--- src/rtl/k_fifo_2deep_ctrl_if.sv ---
// Valid/ready handshake bundle for the 2-deep FIFO controller.
// slave is the FIFO side; master is the upstream/downstream side.
interface k_fifo_2deep_ctrl_if;
  logic in_valid;
  logic in_ready;
  logic out_valid;
  logic out_ready;

  modport slave (
    input  in_valid,
    input  out_ready,
    output in_ready,
    output out_valid
  );

  modport master (
    output in_valid,
    output out_ready,
    input  in_ready,
    input  out_valid
  );
endinterface

--- src/rtl/k_fifo_2deep_ctrl.sv ---
// Control for a 2-entry FIFO built around an external dual-port RAM.
// The RAM read is combinational, so the head word sits on q while out_valid.
module k_fifo_2deep_ctrl (
  input  logic       clk,
  input  logic       rst_n,
  input  logic       flush,
  k_fifo_2deep_ctrl_if.slave hs,
  output logic       wen,
  output logic       waddr,
  output logic       raddr,
  output logic [1:0] count,
  output logic       full,
  output logic       empty
);

  typedef enum logic [1:0] {
    EMPTY = 2'd0,
    ONE   = 2'd1,
    FULL  = 2'd2
  } state_t;

  state_t state;
  state_t state_nx;
  logic   wr_ptr;
  logic   rd_ptr;
  logic   wr_nx;
  logic   rd_nx;
  logic   in_ready;
  logic   out_valid;
  logic   push;
  logic   pop;

  // No write-through when FULL: it would clobber the unread head.
  assign in_ready  = rst_n & ~flush & (state != FULL);
  assign out_valid = rst_n & ~flush & (state != EMPTY);
  assign push      = hs.in_valid & in_ready;
  assign pop       = out_valid & hs.out_ready;

  assign hs.in_ready  = in_ready;
  assign hs.out_valid = out_valid;

  assign wen   = push;
  assign waddr = wr_ptr;
  assign raddr = rd_ptr;
  assign count = state;
  assign full  = (state == FULL);
  assign empty = (state == EMPTY);

  always_comb begin
    state_nx = state;
    wr_nx    = wr_ptr ^ push;
    rd_nx    = rd_ptr ^ pop;
    if (flush) begin
      state_nx = EMPTY;
      wr_nx    = 1'b0;
      rd_nx    = 1'b0;
    end else begin
      unique case (state)
        EMPTY: begin
          if (push) state_nx = ONE;
        end
        ONE: begin
          if (push && !pop) state_nx = FULL;
          else if (pop && !push) state_nx = EMPTY;
        end
        FULL: begin
          if (pop) state_nx = ONE;
        end
        default: begin
          state_nx = EMPTY;
          wr_nx    = 1'b0;
          rd_nx    = 1'b0;
        end
      endcase
    end
  end

  always_ff @(posedge clk) begin
    if (!rst_n) begin
      state  <= EMPTY;
      wr_ptr <= 1'b0;
      rd_ptr <= 1'b0;
    end else begin
      state  <= state_nx;
      wr_ptr <= wr_nx;
      rd_ptr <= rd_nx;
    end
  end

endmodule

--- src/flat_wrapper.sv ---
// flat-port wrapper written by rule: the top's interface ports become plain ports
module k_fifo_2deep_ctrl_flat 
  (clk, rst_n, flush, wen, waddr, raddr, count, full, empty, hs_in_valid, hs_out_ready, hs_in_ready, hs_out_valid);
  k_fifo_2deep_ctrl_if hs_i ();
  input  logic clk;
  input  logic rst_n;
  input  logic flush;
  output logic wen;
  output logic waddr;
  output logic raddr;
  output logic [1:0] count;
  output logic full;
  output logic empty;
  input wire logic [$bits(hs_i.in_valid)-1:0] hs_in_valid;
  input wire logic [$bits(hs_i.out_ready)-1:0] hs_out_ready;
  output wire logic [$bits(hs_i.in_ready)-1:0] hs_in_ready;
  output wire logic [$bits(hs_i.out_valid)-1:0] hs_out_valid;
  assign hs_i.in_valid = hs_in_valid;
  assign hs_i.out_ready = hs_out_ready;
  assign hs_in_ready = hs_i.in_ready;
  assign hs_out_valid = hs_i.out_valid;
  k_fifo_2deep_ctrl u_core (.clk(clk), .rst_n(rst_n), .flush(flush), .hs(hs_i), .wen(wen), .waddr(waddr), .raddr(raddr), .count(count), .full(full), .empty(empty));
endmodule
--- config.mk ---
export PLATFORM = sky130hd
export DESIGN_NAME = k_fifo_2deep_ctrl_flat
export DESIGN_NICKNAME = d
export VERILOG_FILES = /design/src/rtl/k_fifo_2deep_ctrl_if.sv /design/src/rtl/k_fifo_2deep_ctrl.sv /design/src/flat_wrapper.sv
export SDC_FILE = /design/constraint.sdc
export NUM_CORES = 1
export LEC_CHECK = 0
export CORE_AREA = 10 10 47 49
export DETAILED_ROUTE_END_ITERATION = 10
export DIE_AREA = 0 0 57 59
export PLACE_DENSITY = 0.5
export SKIP_LAST_GASP = 1
export SLEW_MARGIN = 0
export SYNTH_ARGS = -nofsm -noshare
export SYNTH_HDL_FRONTEND = slang
export SYNTH_SLANG_ARGS = --single-unit
--- constraint.sdc ---
create_clock -name clk -period 1.2 [get_ports clk]
set_clock_uncertainty 0.05 [all_clocks]
set_input_delay 0.18 -clock clk [delete_from_list [all_inputs] [get_ports clk]]
set_output_delay 0.18 -clock clk [all_outputs]
set_load 0.02 [all_outputs]
---- Yosys cells after proc, flatten, opt, wreduce, memory -nomap -nowiden ----
Cells that the tools add are included.
operators by class
  reduce and logical (&&, ||, !) cells .... 10
  bitwise operators ....................... 10
  muxes and demuxes ....................... 5
  equal/unequal tests ..................... 6
operator list
  kind                                                                     count
  2-bit two-way mux                                                        4
  2-bit case mux with 3 select lines                                       1
  3-bit OR reduction                                                       2
  1-bit bitwise AND                                                        5
  2-bit by 1-bit inequality test with 1-bit output, second input constant  2
  3-bit by 1-bit inequality test with 1-bit output, second input constant  1
  1-bit inverter                                                           3
  3-bit AND reduction                                                      1
  2-bit by 1-bit == test with 1-bit output, second input constant          1
  2-bit == test, second input constant                                     1
  1-bit logical AND                                                        2
  1-bit logical NOT                                                        2
  2-bit logical NOT                                                        1
  2-bit inequality test, second input constant                             1
  2-bit nonzero test                                                       1
  2-bit OR reduction                                                       1
  1-bit bitwise XOR                                                        2
storage, ports and cells
  register bits ........................... 4
  logic and storage cells ................. 34
  bits of input ports ..................... 5

---- Logic depth before layout (Yosys ltp) ----
  word-level depth ........................ 9
  mapped depth ............................ 3

---- Least setup slack after synthesis ----
No wires, ideal clock.
  path type ............................... flip-flop to output port
  start ................................... reg u_core.state[1], in the netlist u_core.count[1]
  end ..................................... out wen
  stages on the path, launching flop included .. 4
  path buffers ............................ 0
  data arrival time ....................... 1.351 ns
  path slack .............................. -0.381 ns
  cells stage by stage .................... dfxtp_1 nor2b_2 nor2_1 and2_1
on the way
  longest elaborated chain between the ends .. 3
ends and longest elaborated chain
  element                   RTL line                 RTL
  start: declaration        k_fifo_2deep_ctrl.sv:22  state_t state;
  start signal: assignment  k_fifo_2deep_ctrl.sv:84  state <= state_nx;
  2-bit inequality test     k_fifo_2deep_ctrl.sv:34  assign in_ready = rst_n & ~flush & (state != FULL);
  1-bit bitwise AND         k_fifo_2deep_ctrl.sv:34
  net hs_in_ready           flat_wrapper.sv:16       output wire logic [$bits(hs_i.in_ready)-1:0] hs_in_ready;
  1-bit bitwise AND         k_fifo_2deep_ctrl.sv:36  assign push = hs.in_valid & in_ready;
  end: declaration          flat_wrapper.sv:8        output logic wen;
The timed path passes the listed nets, and every way through them passes these cells.

---- Worst setup path after layout ----
  start ................................... in flush
  end ..................................... out wen
on the way
  longest elaborated chain between the ends .. 4
ends and longest elaborated chain
  element                          RTL line                 RTL
  start: declaration               flat_wrapper.sv:7        input logic flush;
  1-bit inverter                   k_fifo_2deep_ctrl.sv:34
  1-bit bitwise AND (2 in series)  k_fifo_2deep_ctrl.sv:34
  1-bit bitwise AND                k_fifo_2deep_ctrl.sv:36
Every way passes these cells.

==> flow_metrics.tcl <==
set metrics [dict create \
    clkLatencyLatePin_ns 0.25 \
    rsz0062_at_grt "yes" \
    violations "negative setup slack" \
    numCtsBuffers 3 \
    synth_area_leaders "dfxtp_1, a21oi_1, nor2_1" \
    clk_pin_slew_ns 0.05 \
    antenna_found_initial 0 \
    hold_path_class "input pin to register" \
    power_leakage_nw 0.230 \
    cp_data_required_time_ns 0.97 \
    cts-htree-levels 1 \
    power_density_nw_per_um2 878 \
    avgRoutedWirePerCell_um 11.7 \
    hold_slack_ns 0.458 \
    period_minus_slack_ns 1.32 \
    avgSynthCellArea_sq_um 8.37 \
    fp.dieArea_sq_um 3360 \
    relSlewSlack 0.835 \
    fp.coreArea_sq_um 1400 \
    yosysUniqueCellTypes 18 \
    num-nets-final 59 \
    area_delta_synth_final_pct 133 \
    first_iter_violations 5 \
    hold_viol_final 0 \
    multi_input_area_sq_um 170 \
    min_period_over_period 1.10 \
    finalWorstSetupSlack_ns -0.121 \
    syn-num-nets 31 \
    gr-total-overflow 0 \
    tns_ns -0.269 \
    rows 14 \
    drv_slew 0 \
    critPathKind "input pin to output pin" \
    seq_area_frac_synth 0.368 \
    status "complete, but fails checks" \
    yosys.area.top_type "dfxtp_1" \
    clock_sinks 4 \
    die_y_um 59 \
    drt-pass1-iter-count 4 \
    worst_slew_pin_slew_ns 0.246 \
    seq_area_sq_um 85.1 \
    layout_common_cells "buf_4, buf_6" \
    finalSetupViolCount 4 \
    gp_congestion 0.778 \
    max_cap_violations 0 \
    vdd_drop_max_v 0.000336 \
    synth-seq-cells 4 \
    grt_max_degree 8 \
    startpoint_type "input pin" \
    dp_hpwl_um 555 \
    clockRootBuffer "clkbuf_4" \
    yosys_warnings 0 \
    crit_arrival_ns 1.09 \
    grt_pass1_vias 268 \
    wirelength_um 808 \
    via_per_inst 4.09 \
    grt_usage 0.0483 \
    die_w_um 57 \
    cts_max_path_buffers 2 \
    netlist_instances 26 \
    total_power_mw 0.445 \
    dp_worst_setup_slack_ns -0.648 \
    via_count 282 \
    path_max_fanout 3 \
    drive_above_1_share 0.528 \
    antenna_cells 0 \
    timing.fmax_mhz 757 \
    initial_core_util 0.155 \
    drtAntennaViolNets 0 \
    cts_tree "built" \
    synth_area_sq_um 218 \
    ios 14 \
    fillers 151 \
    portBuffers 13 \
    layout_commonest_cell "buf_4" \
    synth_top_area_frac 0.368 \
    grt_pass1_wl_um 1220 \
    setup.worst_path.end_class "output pin" \
    drc_errors 0 \
]
[power by group]
part / internal, mW / switching [mW]
registers: 0.136 / 0.00433
clock network: 0.126 / 0.0736
logic: 0.0569 / 0.0478
[layer usage]
| layer | vias up | track usage | wire, um |
|---|---|---|---|
| met5 | - | 0 | 0 |
| met4 | 0 | 0.0403 | 19 |
| met3 | 2 | 0.0365 | 72 |
| met2 | 10 | 0.0620 | 389 |
| met1 | 122 | 0.0507 | 327 |
| li1 | 148 | - | - |
[registers in the layout (all words and copies together), names as in the netlist]
| register | flops |
|---|---|
| u_core.count | 2 |
| u_core.raddr | 1 |
| u_core.waddr | 1 |
[cell type report]
class / instances / share of cell area
well taps: 16 / 0.0395
clock buffers: 4 / 0.0519
flip-flops and latches: 4 / 0.168
repair buffers: 23 / 0.398
multi-input cells: 21 / 0.336
inverters: 1 / 0.00741
[cells in the mapped netlist, drive strengths merged]
library cell  number
a21oi              3
a22oi              1
a311oi             1
a31oi              1
and2               1
and2b              1
dfxtp              4
inv                1
mux2i              1
nand2b             1
nor2               4
nor2b              1
nor3               1
nor4b              1
o21a               1
o22ai              1
or2                1
xor2               1
[final timing paths]
check / from / end / cells past startpoint / slack [ns]
min: rst_n / u_core.count[1] / 4 / 0.46
max: flush / wen / 5 / -0.12
min reg2reg: u_core.raddr / u_core.raddr / 2 / 0.52
max reg2reg: u_core.count[1] / u_core.count[0] / 5 / 0.03
[stage by stage]
| stage | std cells | cell area (sq um) | utilization |
|---|---|---|---|
| 6_report | 69 | 507 | 0.362 |
| 5_1_grt | 69 | 507 | 0.362 |
| 4_1_cts | 67 | 475 | 0.339 |
| 3_5_place_dp | 62 | 440 | 0.314 |
| 3_3_place_gp | 62 | 440 | 0.314 |
| 2_1_floorplan | 26 | 238 | - |
[kinds of logic (layout without fill, tap and decap cells)]
| kind of cell | Yosys count | after routing | share of synthesized area |
|---|---|---|---|
| compound gates | 8 | 8 | 0.236 |
| xor+xnor | 1 | 1 | 0.0402 |
| buf+inv | 1 | 28 | 0.0172 |
| flops | 4 | 4 | 0.368 |
| mux | 1 | 1 | 0.0460 |
| simple gates | 11 | 11 | 0.293 |
[critical path, cell delays in order]
cell and delay [ns]:
clkdlybuf4s50_1 0.39, nand2b_4 0.16, nor2_4 0.11, and2_4 0.14, buf_6 0.10
[timing repair]
action | 4_1_cts | 5_1_grt
hold buffers | 0 | 0
setup buffers | 1 | 2
endpoints found under the setup margin | 9 | 7
pin swaps | 1 | 4
gates resized for setup | 40 | 7
Power figures use the tool's default switching activity.
==> RTL edit (config.mk and constraints unchanged) <==
Put one more register stage on the output `count`, cleared by the reset. The value now appears one clock later. The other outputs are not delayed to match.
--- a/src/rtl/k_fifo_2deep_ctrl.sv
+++ b/src/rtl/k_fifo_2deep_ctrl.sv
@@ -42,7 +42,13 @@
   assign wen   = push;
   assign waddr = wr_ptr;
   assign raddr = rd_ptr;
-  assign count = state;
+  always_ff @(posedge clk) begin
+    if (!rst_n) begin
+      count <= '0;
+    end else begin
+      count <= state;
+    end
+  end
   assign full  = (state == FULL);
   assign empty = (state == EMPTY);
 
Function: changed (Yosys sat finds a counterexample within 4 cycles, from zero or initial values and one cycle with rst_n low).
==> RTL edit against the unedited design <==
The run still ends with negative setup slack left; setup slack worse by 0.12 ns; die area did not move; first-iteration DRC count down 40%; wire length rose by 14%; sequential cell count up 2; final area increased by 26%; area after synthesis up 34%; register-to-register slack got worse by 0.27 ns; combinational power is 12% higher; maximum frequency down 8.6%; total power grew 14%; highest routed layer unchanged.
==> RTL edit: results (changes against the unedited design) <==
Detailed routing
  – Wirelength per Cell: 11.63 µm (-0.66%)
  – Total number of vias: 338 (+20%)
  – DRT iter0 DRCs: 3 (-2)

Synth
  – Net Count, Synth: 39 (+26%)
  – Post-synth top cells: 6 x dfxtp_1, 5 x nor2_1, 3 x a21oi_1, 3 x and2_1
  – Synth area leaders: dfxtp_1 41%, and2_1 6.4%, nor2_1 6.4%
  – Adder-cell share of the synthesized area: 0.04292 (+0.04292)
  – Post-Synth XOR/XNOR Area: 0.03004 (-0.01019)
  – Post-synthesis sequential area ratio: 0.4120 (+0.04420)
  – Compound-Gate Fraction of Synth Area: 0.1588 (-0.07683)
  – Mux contribution to synthesized area: 0.03863 (-0.007350)

Critical path
  – Crit path largest cell delay: 0.33 ns (-0.06 ns)
  – WP data arrival: 1.57 ns (+0.48 ns)
  – CP max FO: 2 (-1)
  – Crit end category: flop
  – Top Family by Delay on Critical Path: simple AND/OR/NAND/NOR gates
  – Slowest cell on the critical path: dfxtp_2
  – Reg2reg end: u_core.state[1]
  – R2R depth: 8 (+3)

Place
  – Pre-CTS setup slack: -0.7294 ns (-0.08131 ns)
  – DP HPWL: 685 µm (+23%)
  – Post-DP Area: 561.8 µm² (+28%)
  – Gpl congestion: 0.7409 (-4.8%)

Outcome
  – Failing checks: negative setup slack
  – Status: finished with violations

STA
  – TNS Setup: -0.7523 ns (-0.4836 ns)
  – Final Setup Violations: 6 (+2)
  – Final WS setup: -0.2445 ns (-0.1239 ns)
  – Hold slack final: 0.3367 ns (-0.1209 ns)
  – Worst-Margin Slew: 0.2131 ns (-0.03303 ns)

Hold path
  – Hold path depth: 2 (-2)
  – Worst hold path endpoint: u_core.count[1]
  – Worst hold path class: in2reg

Clocking
  – Resize count post-CTS: 41 (+2.5%)

Power and ir drop
  – Total power: 0.5079 mW (+14%)
  – Net switching power: 0.1218 mW (-3.1%)
  – Leak Pwr: 0.2937 nW (+27%)
  – VDD IR max: 0.2902 mV (-14%)

Global route
  – Vias in the first global route: 349 (+30%)
  – M3 GR Usage: 0.02575 (-0.01073)
  – Met1 usage in global routing: 0.05357 (+0.002864)
  – Gr usage total: 0.05493 (+0.006655)
  – M2 GR Usage: 0.08527 (+0.02326)
  – First-pass GRT wire length: 1.442 mm (+18%)

Layout
  – Layout cells sized above 1: 0.5714 (+0.04313)
[RTL edit: per-stage QoR]
| stage | util | instances |
|---|---|---|
| 2_1_floorplan | - | 33 |
| 5_1_grt | 0.4554 | 79 |
| 3_3_place_gp | 0.4009 | 73 |
| 6_report | 0.4554 | 79 |
| 3_5_place_dp | 0.4009 | 73 |
| 4_1_cts | 0.4446 | 78 |
[RTL edit: power by group through the flow]
stage	Sequential [mW]	Clock [mW]	Combinational, mW
after floorplan	0.218	0	0.0379
after global placement	0.212	0	0.105
after detailed placement	0.212	0	0.105
after CTS	0.208	0.188	0.112
after global routing	0.209	0.202	0.127
final	0.209	0.181	0.118
[RTL edit: area by class of cell]
cell class	count	area share
inverters	2	0.01176
clock buffers	3	0.03529
multi-input cells	24	0.3431
well taps	16	0.03137
flip-flops and latches	6	0.1922
repair buffers	28	0.3863
[RTL edit: layer usage]
metal,up-vias,wire (µm)
li1,174,-
met1,152,396
met2,10,453
met3,2,52
met4,0,16
met5,-,0
